==> src/rtl/mc_ctrl.sv <==
// Multicycle MIPS-subset control unit: FSM sequencing fetch/decode/execute/memory/writeback
// with a sticky illegal-opcode flag and a retired-instruction counter.
module mc_ctrl (
  input  logic        clk,
  input  logic        reset,
  input  logic [5:0]  opcode,
  input  logic [5:0]  funct,
  input  logic        zero,
  input  logic        mem_rdy,
  output logic        pc_we,
  output logic        ir_we,
  output logic        rf_we,
  output logic        dm_re,
  output logic        dm_we,
  output logic [1:0]  reg_dst,
  output logic        alu_src,
  output logic [1:0]  alu_op,
  output logic [1:0]  mem_to_reg,
  output logic [1:0]  npc_sel,
  output logic [3:0]  state,
  output logic        illegal,
  output logic [31:0] retired
);

  typedef enum logic [3:0] {
    S_FETCH   = 4'd0,
    S_DECODE  = 4'd1,
    S_EXE     = 4'd2,
    S_MEM_ADR = 4'd3,
    S_MEM_RD  = 4'd4,
    S_MEM_WR  = 4'd5,
    S_WB      = 4'd6,
    S_BR      = 4'd7,
    S_JMP     = 4'd8,
    S_ERR     = 4'd9
  } state_t;

  typedef enum logic [3:0] {
    I_ADDU, I_SUBU, I_JR, I_ORI, I_LUI, I_LW, I_SW, I_BEQ, I_J, I_JAL, I_BAD
  } ins_t;

  localparam logic [5:0] OP_RTYPE = 6'h00;
  localparam logic [5:0] OP_J     = 6'h02;
  localparam logic [5:0] OP_JAL   = 6'h03;
  localparam logic [5:0] OP_BEQ   = 6'h04;
  localparam logic [5:0] OP_ORI   = 6'h0D;
  localparam logic [5:0] OP_LUI   = 6'h0F;
  localparam logic [5:0] OP_LW    = 6'h23;
  localparam logic [5:0] OP_SW    = 6'h2B;
  localparam logic [5:0] FN_JR    = 6'h08;
  localparam logic [5:0] FN_ADDU  = 6'h21;
  localparam logic [5:0] FN_SUBU  = 6'h23;

  function automatic ins_t classify(input logic [5:0] op, input logic [5:0] fn);
    ins_t c;
    c = I_BAD;
    case (op)
      OP_RTYPE: begin
        case (fn)
          FN_ADDU: c = I_ADDU;
          FN_SUBU: c = I_SUBU;
          FN_JR:   c = I_JR;
          default: c = I_BAD;
        endcase
      end
      OP_ORI:  c = I_ORI;
      OP_LUI:  c = I_LUI;
      OP_LW:   c = I_LW;
      OP_SW:   c = I_SW;
      OP_BEQ:  c = I_BEQ;
      OP_J:    c = I_J;
      OP_JAL:  c = I_JAL;
      default: c = I_BAD;
    endcase
    return c;
  endfunction

  state_t      r_state;
  state_t      w_state_next;
  logic [5:0]  r_opcode;
  logic [5:0]  r_funct;
  logic        r_illegal;
  logic [31:0] r_retired;
  ins_t        w_live_ins;
  ins_t        w_ins;
  logic        w_retire;
  logic        w_pc_we, w_ir_we, w_rf_we, w_dm_re, w_dm_we;

  // Only DECODE looks at the live instruction bits; every later state uses the latched copy.
  assign w_live_ins = classify(opcode, funct);
  assign w_ins      = classify(r_opcode, r_funct);

  always_comb begin
    w_state_next = r_state;
    w_pc_we      = 1'b0;
    w_ir_we      = 1'b0;
    w_rf_we      = 1'b0;
    w_dm_re      = 1'b0;
    w_dm_we      = 1'b0;
    reg_dst      = 2'd0;
    alu_src      = 1'b0;
    alu_op       = 2'd0;
    mem_to_reg   = 2'd0;
    npc_sel      = 2'd0;
    case (r_state)
      S_FETCH: begin
        w_ir_we      = 1'b1;
        w_pc_we      = 1'b1;
        w_state_next = S_DECODE;
      end
      S_DECODE: begin
        case (w_live_ins)
          I_ADDU, I_SUBU, I_ORI, I_LUI: w_state_next = S_EXE;
          I_LW, I_SW:                   w_state_next = S_MEM_ADR;
          I_BEQ:                        w_state_next = S_BR;
          I_J, I_JAL, I_JR:             w_state_next = S_JMP;
          default:                      w_state_next = S_ERR;
        endcase
      end
      S_EXE: begin
        case (w_ins)
          I_SUBU:  alu_op = 2'd1;
          I_ORI: begin
            alu_op  = 2'd2;
            alu_src = 1'b1;
          end
          I_LUI: begin
            alu_op  = 2'd3;
            alu_src = 1'b1;
          end
          default: alu_op = 2'd0;
        endcase
        w_state_next = S_WB;
      end
      S_MEM_ADR: begin
        alu_src      = 1'b1;
        w_state_next = (w_ins == I_SW) ? S_MEM_WR : S_MEM_RD;
      end
      S_MEM_RD: begin
        w_dm_re = 1'b1;
        if (mem_rdy) w_state_next = S_WB;
      end
      S_MEM_WR: begin
        w_dm_we = 1'b1;
        if (mem_rdy) w_state_next = S_FETCH;
      end
      S_WB: begin
        w_rf_we = 1'b1;
        case (w_ins)
          I_ADDU, I_SUBU: reg_dst    = 2'd1;
          I_LW:           mem_to_reg = 2'd1;
          default:        reg_dst    = 2'd0;
        endcase
        w_state_next = S_FETCH;
      end
      S_BR: begin
        alu_op       = 2'd1;
        npc_sel      = 2'd1;
        w_pc_we      = zero;
        w_state_next = S_FETCH;
      end
      S_JMP: begin
        w_pc_we = 1'b1;
        case (w_ins)
          I_JR:  npc_sel = 2'd3;
          I_JAL: begin
            npc_sel    = 2'd2;
            w_rf_we    = 1'b1;
            reg_dst    = 2'd2;
            mem_to_reg = 2'd2;
          end
          default: npc_sel = 2'd2;
        endcase
        w_state_next = S_FETCH;
      end
      S_ERR:   w_state_next = S_ERR;
      default: w_state_next = S_ERR;
    endcase
  end

  // Reset masks the strobes immediately, even mid-wait, so no stray access escapes.
  assign pc_we = w_pc_we & ~reset;
  assign ir_we = w_ir_we & ~reset;
  assign rf_we = w_rf_we & ~reset;
  assign dm_re = w_dm_re & ~reset;
  assign dm_we = w_dm_we & ~reset;

  assign w_retire = (w_state_next == S_FETCH) && (r_state != S_FETCH);

  always_ff @(posedge clk) begin
    if (reset) begin
      r_state   <= S_FETCH;
      r_opcode  <= 6'd0;
      r_funct   <= 6'd0;
      r_illegal <= 1'b0;
      r_retired <= 32'd0;
    end else begin
      r_state <= w_state_next;
      if (r_state == S_DECODE) begin
        r_opcode <= opcode;
        r_funct  <= funct;
      end
      if (w_state_next == S_ERR) r_illegal <= 1'b1;
      r_retired <= r_retired + {31'd0, w_retire};
    end
  end

  assign state   = r_state;
  assign illegal = r_illegal;
  assign retired = r_retired;

endmodule

==> config.mk <==
export PLATFORM = sky130hd
export DESIGN_NAME = mc_ctrl
export DESIGN_NICKNAME = d
export VERILOG_FILES = /design/src/rtl/mc_ctrl.sv
export SDC_FILE = /design/constraint.sdc
export NUM_CORES = 1
export LEC_CHECK = 0
export BUFFER_PORTS_ARGS = -buffer_cell sky130_fd_sc_hd__clkbuf_2
export CAP_MARGIN = 40
export CELL_PAD_IN_SITES_DETAIL_PLACEMENT = 1
export CELL_PAD_IN_SITES_GLOBAL_PLACEMENT = 2
export CORE_AREA = 2 2 99 101
export DETAILED_ROUTE_END_ITERATION = 7
export DIE_AREA = 0 0 101 103
export PLACE_DENSITY = 0.73
export SLEW_MARGIN = 20
export SYNTH_ARGS = -nofsm -noshare
export SYNTH_HDL_FRONTEND = slang
export SYNTH_SLANG_ARGS = --single-unit
==> constraint.sdc <==
create_clock -name clk -period 3.65 [get_ports clk]
set_clock_uncertainty 0.1 [all_clocks]
set_input_delay 0.5475 -clock clk [delete_from_list [all_inputs] [get_ports clk]]
set_output_delay 0.5475 -clock clk [all_outputs]
set_load 0.01 [all_outputs]
; ---- Yosys cells after proc, flatten, opt, wreduce, memory -nomap -nowiden
; Memories as Yosys holds them, arrays and structs flattened.
; Index checks and enable logic that the tools add are counted.
[op_classes]
add_sub_neg = 1
n_eq_ne = 36
muxes = 25
n_bitwise = 6
n_reduce_logical = 11
[op_table]
columns = cell, count
row1 = one-hot mux 4 bit (8 select lines), 2
row2 = "== test 6 bit, second input constant", 8
row3 = "== test 6 x 4 -> 1 bit, second input constant", 6
row4 = adder 32 x 1 -> 32 bit, 1
row5 = "== test 4 x 3 -> 1 bit, second input constant", 7
row6 = one-hot mux 4 bit (7 select lines), 1
row7 = "== test 6 x 2 -> 1 bit, second input constant", 4
row8 = one-hot mux 4 bit (3 select lines), 2
row9 = "== test 4 x 2 -> 1 bit, second input constant", 4
row10 = one-hot mux 2 bit (2 select lines), 4
row11 = "== test 4 bit, second input constant", 3
row12 = "== test 6 x 3 -> 1 bit, second input constant", 2
row13 = zero test 4 bit, 3
row14 = zero test 6 bit, 2
row15 = two-way mux 1 bit, 9
row16 = "== test 4 x 1 -> 1 bit, second input constant", 2
row17 = two-way mux 4 bit, 2
row18 = one-hot mux 1 bit (2 select lines), 3
row19 = one-hot mux 2 bit (3 select lines), 1
row20 = OR reduction 2 bit, 3
row21 = AND 1 bit, 5
row22 = nonzero test 4 bit, 1
row23 = OR reduction 3 bit, 1
row24 = two-way mux 2 bit, 1
row25 = other kinds (2), 2
[word_totals]
ff_bits = 49
mem_bits_ro = 64
in_bits = 16
out_inout_bits = 51
elab_cells = 85
n_memories = 1
[memory_table]
columns = name, depth, word_bits, read_ports, rd_clocked_by_memory_dff, wr, line
row1 = (no name shown), 16, 4, 1, 0, 0, 112  ; case (w_live_ins)

; ---- Depth between registers and ports, before layout
[depth]
word_depth = 9
mapped_depth = 14
depth_no_buf = 13

; ---- Least setup slack after synthesis
; Ideal clock, no wire load.
[synth_path]
path_kind = in2reg
from = input opcode[2]
to = register r_retired[26] (netlist: retired[26])
setup_ns = 0.128
arrival_ns = 2.796
required_ns = 3.422
slack_ns = 0.627
stages = 14
path_buffers = 1
path_cell_list = buf_2 or4_4 nor3_4 nand2_1 o22ai_1 a31oi_1 and3_1 ha_1 ha_1 nand4_1 nor3_1 nand4_1 xor2_1 nor2_1
[synth_between]
elab_chain_len = 7
word_cells_on_any_way = 14
cone_classes = 1 x add/sub / 7 x eq/ne / 2 x mux / 3 x reduce/logical / 1 x memory
[synth_rtl]
columns = item, line
row1 = start: declaration, 6  ; input logic [5:0] opcode,
row2 = == test 6 x 2 -> 1 bit (tied with other cells), 57  ; case (op)
row3 = one-hot mux 4 bit (8 select lines) *, 57
row4 = memory (16 x 4 bit) *, --
row5 = one-hot mux 4 bit (7 select lines) *, 105  ; case (r_state)
row6 = zero test 4 bit *, 188  ; assign w_retire = (w_state_next == S_FETCH) && (r_state != S_FETCH);
row7 = logical AND 1 bit *, 188
row8 = adder 32 x 1 -> 32 bit *, 204  ; r_retired <= r_retired + {31'd0, w_retire};
row9 = end signal: assignment, 204
row10 = end: declaration, 83  ; logic [31:0] r_retired;
; Mark *: on every way between the ends. The rest lies on a longest branch, timed or not.
; A chain may end at the register's enable or synchronous reset.

; ---- Worst setup path in the final report
[layout_path]
from = register r_state[2] (netlist: state[2])
to = register r_retired[30] (netlist: retired[30])
[layout_between]
elab_chain_len = 6
word_cells_on_any_way = 17
cone_classes = 1 x add/sub / 8 x eq/ne / 3 x mux / 5 x reduce/logical
[layout_rtl]
columns = item, line
row1 = start: declaration, 78  ; state_t r_state;
row2 = start signal: assignment, 198  ; r_state <= w_state_next;
row3 = == test 4 bit / == test 4 x 3 -> 1 bit (equally long branches), 105
row4 = OR reduction 3 bit (no source line), --
row5 = one-hot mux 4 bit (7 select lines), 105
row6 = zero test 4 bit, 188
row7 = logical AND 1 bit *, 188
row8 = adder 32 x 1 -> 32 bit *, 204
; Marked as above.

==> impl_metrics.py <==
metrics = {
    "status": {
        "status": "completed",
    },
    "drt": {
        "viasPerCell": 5.10,
        "met3_length_um": 273,
        "wl_met2_mm": 3.74,
        "drc": 0,
        "antenna_left": 0,
        "initialDrtViolationCount": 79,
        "dr.max_layer_used": "met4",
        "m1WireLength_mm": 3.70,
        "routedWlPerCell_um": 15.0,
        "wl_mm": 7.75,
        "dr.pass1.iters": 4,
        "vias": 2641,
    },
    "setup_path": {
        "path_cells": "nor2_1, nand3b_1, nor3_1, a31oi_1, and3_1, ha_1, ha_1, nand4_1, nor3_1, nand3_1, xor2_1, nor2_1",
        "reg2reg_to": "retired[30]$_SDFF_PP0_",
        "cpLargestDelayFamily": "simple AND/OR/NAND/NOR gates",
        "cp_data_required_time_ns": 3.78,
        "rrSetupSlack_ns": 0.48,
        "worstPathMaxFanout": 12,
        "criticalPathCategory": "register to register",
        "crit_slowest_cell": "dfxtp_1",
        "crit_buf_inv": 0,
        "timing.rr.start": "state[2]$_SDFF_PP0_",
        "start_kind": "register",
        "worst_setup_path_end_kind": "register",
        "cp_slowest_stage_delay_ns": 0.63,
        "reg2reg_depth": 12,
        "critical_path_arrival_ns": 3.30,
    },
    "synth": {
        "synth_fp_nets": 363,
        "synth_simple_gate_area_share_pct": 35.8,
        "synth.ff_latch_count": 49,
        "synth_area_leader_cell": "dfxtp_1",
        "synth_top_area_share_pct": 36.2,
        "yosys.area_share.adder_pct": 0.924,
        "synth.distinct_cells": 53,
        "synth-xor-area-share_pct": 9.70,
        "ys_top_cells_by_area": "dfxtp_1 (36%), xor2_1 (7.4%), nand2_1 (6.4%)",
        "synth_top_family_by_area": "simple AND/OR/NAND/NOR gates",
        "synth_warnings": 0,
        "synth_cells": 345,
        "ys_seq_area_share_pct": 36.2,
        "yosys-mux-area-fraction_pct": 0.785,
        "netlist_area_um2": 2710,
        "synth_compound_area_share_pct": 12.4,
        "avgSynthCellArea_um2": 7.85,
    },
    "placed_design": {
        "place_inst": 510,
        "gp_congestion": 0.841,
        "numPortBuffers": 66,
        "dp_worst_setup_slack_ns": 0.157,
        "dp_hpwl_mm": 5.97,
    },
    "cts": {
        "postCtsHoldBufs": 0,
        "cts_resized": 0,
        "htreeDepth": 2,
        "postCtsSetupRepairBufs": 0,
        "cts-root-buf": "clkbuf_8",
        "clk_latency_ns": 0.30,
        "cts.sinks": 49,
        "cts_tree": "done",
        "numCtsBuffers": 5,
        "clockBufferDepth": 2,
        "clk_pin_slew_ns": 0.09,
    },
    "global_routing": {
        "grt_pass1_wl_mm": 12.6,
        "antenna_found_initial": 0,
        "grt_pass1_vias": 2554,
        "grt_remaining_overflow": 0,
        "track_usage_pct": 15.0,
        "grt_max_degree": 30,
    },
    "job": {
        "maxCapViolations": 0,
    },
    "sta": {
        "slew_headroom_pct": 50.6,
        "fin_crit_ns": 3.17,
        "fmax_mhz": 315,
        "setup_viol": 0,
        "setup_slack_ns": 0.477,
        "min_period_over_period_pct": 86.9,
        "hold_viol": 0,
        "tightest_slew_ns": 0.736,
        "finalMaxSlewViolations": 0,
        "rsz0062_at_grt": "false",
        "tns_ns": 0,
    },
    "die": {
        "die_h_um": 103,
        "initial_core_util_pct": 28.6,
        "fp-row-count": 36,
        "die_x_um": 101,
        "die_area_um2": 10400,
        "ios": 67,
        "core_area_um2": 9460,
    },
    "min_path": {
        "hold_path.startpoint": "r_funct[4]$_SDFFE_PP0P_",
        "hold_depth": 2,
        "worst_hold_path.endpoint": "r_funct[4]$_SDFFE_PP0P_",
        "hold_class": "register to register",
    },
    "final_layout": {
        "drive_above_1_share_pct": 21.5,
        "multiInputGateArea_um2": 1620,
        "diodes": 0,
        "syn_to_final_growth_pct": 18.7,
        "nets": 421,
        "fill_cells": 1199,
        "ff_latch_area_um2": 981,
        "layout.cells.non_filler": 518,
    },
    "power_and_ir_drop": {
        "finalPower_mw": 1.11,
        "peakVddDrop_mv": 0.148,
        "power_leakage_nw": 1.29,
        "power.density_nw_per_um2": 345,
    },
}
synthesized netlist by cell type (all sizes together):
master,count
dfxtp,49
nand2,46
nor2,46
a21oi,25
xor2,23
nand3,17
nand4,11
nor3,11
clkbuf,10
buf,9
and3,7
nand2b,7
xnor2,7
inv,6
nor2b,6
o21ai,6
nor4b,5
or3,5
a211oi,4
a31oi,4
and4,4
nor4,4
and2,3
nand4b,3
a22oi,2
and4b,2
ha,2
o22ai,2
or2,2
or4,2
a211o,1
a21boi,1
a21o,1
a311o,1
a311oi,1
a41oi,1
and2b,1
mux2,1
mux2i,1
nand3b,1
nor3b,1
o211ai,1
o31ai,1
o32a,1
o41ai,1
how the worst max path moves through the flow:
stage,depth (start not counted),from,to
final,12,state[2]$_SDFF_PP0_,retired[30]$_SDFF_PP0_
after CTS,12,state[2]$_SDFF_PP0_,retired[30]$_SDFF_PP0_
after floorplan,14,opcode[2],retired[26]$_SDFF_PP0_
after detailed placement,14,opcode[0],retired[30]$_SDFF_PP0_
after global routing,12,state[2]$_SDFF_PP0_,retired[30]$_SDFF_PP0_
after global placement,13,opcode[0],retired[26]$_SDFF_PP0_
worst min-delay path, cell delays in order (launching register included):
cell     delay [ns]
dfxtp_1        0.32
nand2_1        0.05
a21oi_1        0.05
power by group:
| group | switching [mW] | internal, mW |
|---|---|---|
| Clock | 0.192 | 0.139 |
| Sequential | 0.0337 | 0.555 |
| Combinational | 0.118 | 0.0739 |
final cells by class:
type | instances | share of cell area, %
clock buffer | 5 | 2.14
clock inverter | 3 | 0.778
inverter | 6 | 0.700
multi-input combinational | 271 | 50.2
sequential | 49 | 30.5
tap | 114 | 4.44
timing repair buffer | 70 | 11.2
registers in the layout, summed over array words and instances (netlist names):
signal and count:
illegal 1, r_funct 6, r_opcode 6, retired 32
state 4
cell usage in the layout, fill, tap and decap left out, types with 5 or more instances in the layout:
cell,synthesis,routed
clkbuf_2,0,66
nor2_1,46,46
xor2_1,23,23
nand2b_1,7,7
dfxtp_1,49,49
a21oi_1,25,25
nor2b_1,6,6
and3_1,7,7
nand2_1,46,46
xnor2_1,7,7
nand4_1,11,11
or3_1,5,5
clkbuf_8,0,5
inv_1,6,6
o21ai_0,6,6
nand3_1,17,17
nor3_1,10,10
stage by stage:
step | utilization [%] | cell area, µm² | hold WS [ns]
global placement | 33.0 | 3120 | 0.346
detailed placement | 33.0 | 3120 | 0.355
global route | 34.0 | 3220 | 0.390
finish | 34.0 | 3220 | 0.366
CTS | 34.0 | 3220 | 0.368
floorplan | - | 2710 | 0.336
routing by layer:
layer,track usage [%],vias to the layer above
li1,-,1325
met1,20.2,1260
met2,25.7,54
met3,2.58,2
met4,2.81,0
met5,0,-
cell families (layout without fill, tap and decap cells):
family / after synthesis / after routing
muxes: 2 / 2
DFF: 49 / 49
buffers and inverters: 25 / 84
adders and majority gates: 2 / 2
AOI/OAI and AO/OA: 53 / 53
xor gates and xnor gates: 30 / 30
and+or+nand+nor: 184 / 184
Note: power is estimated with default switching activity, not from simulation.
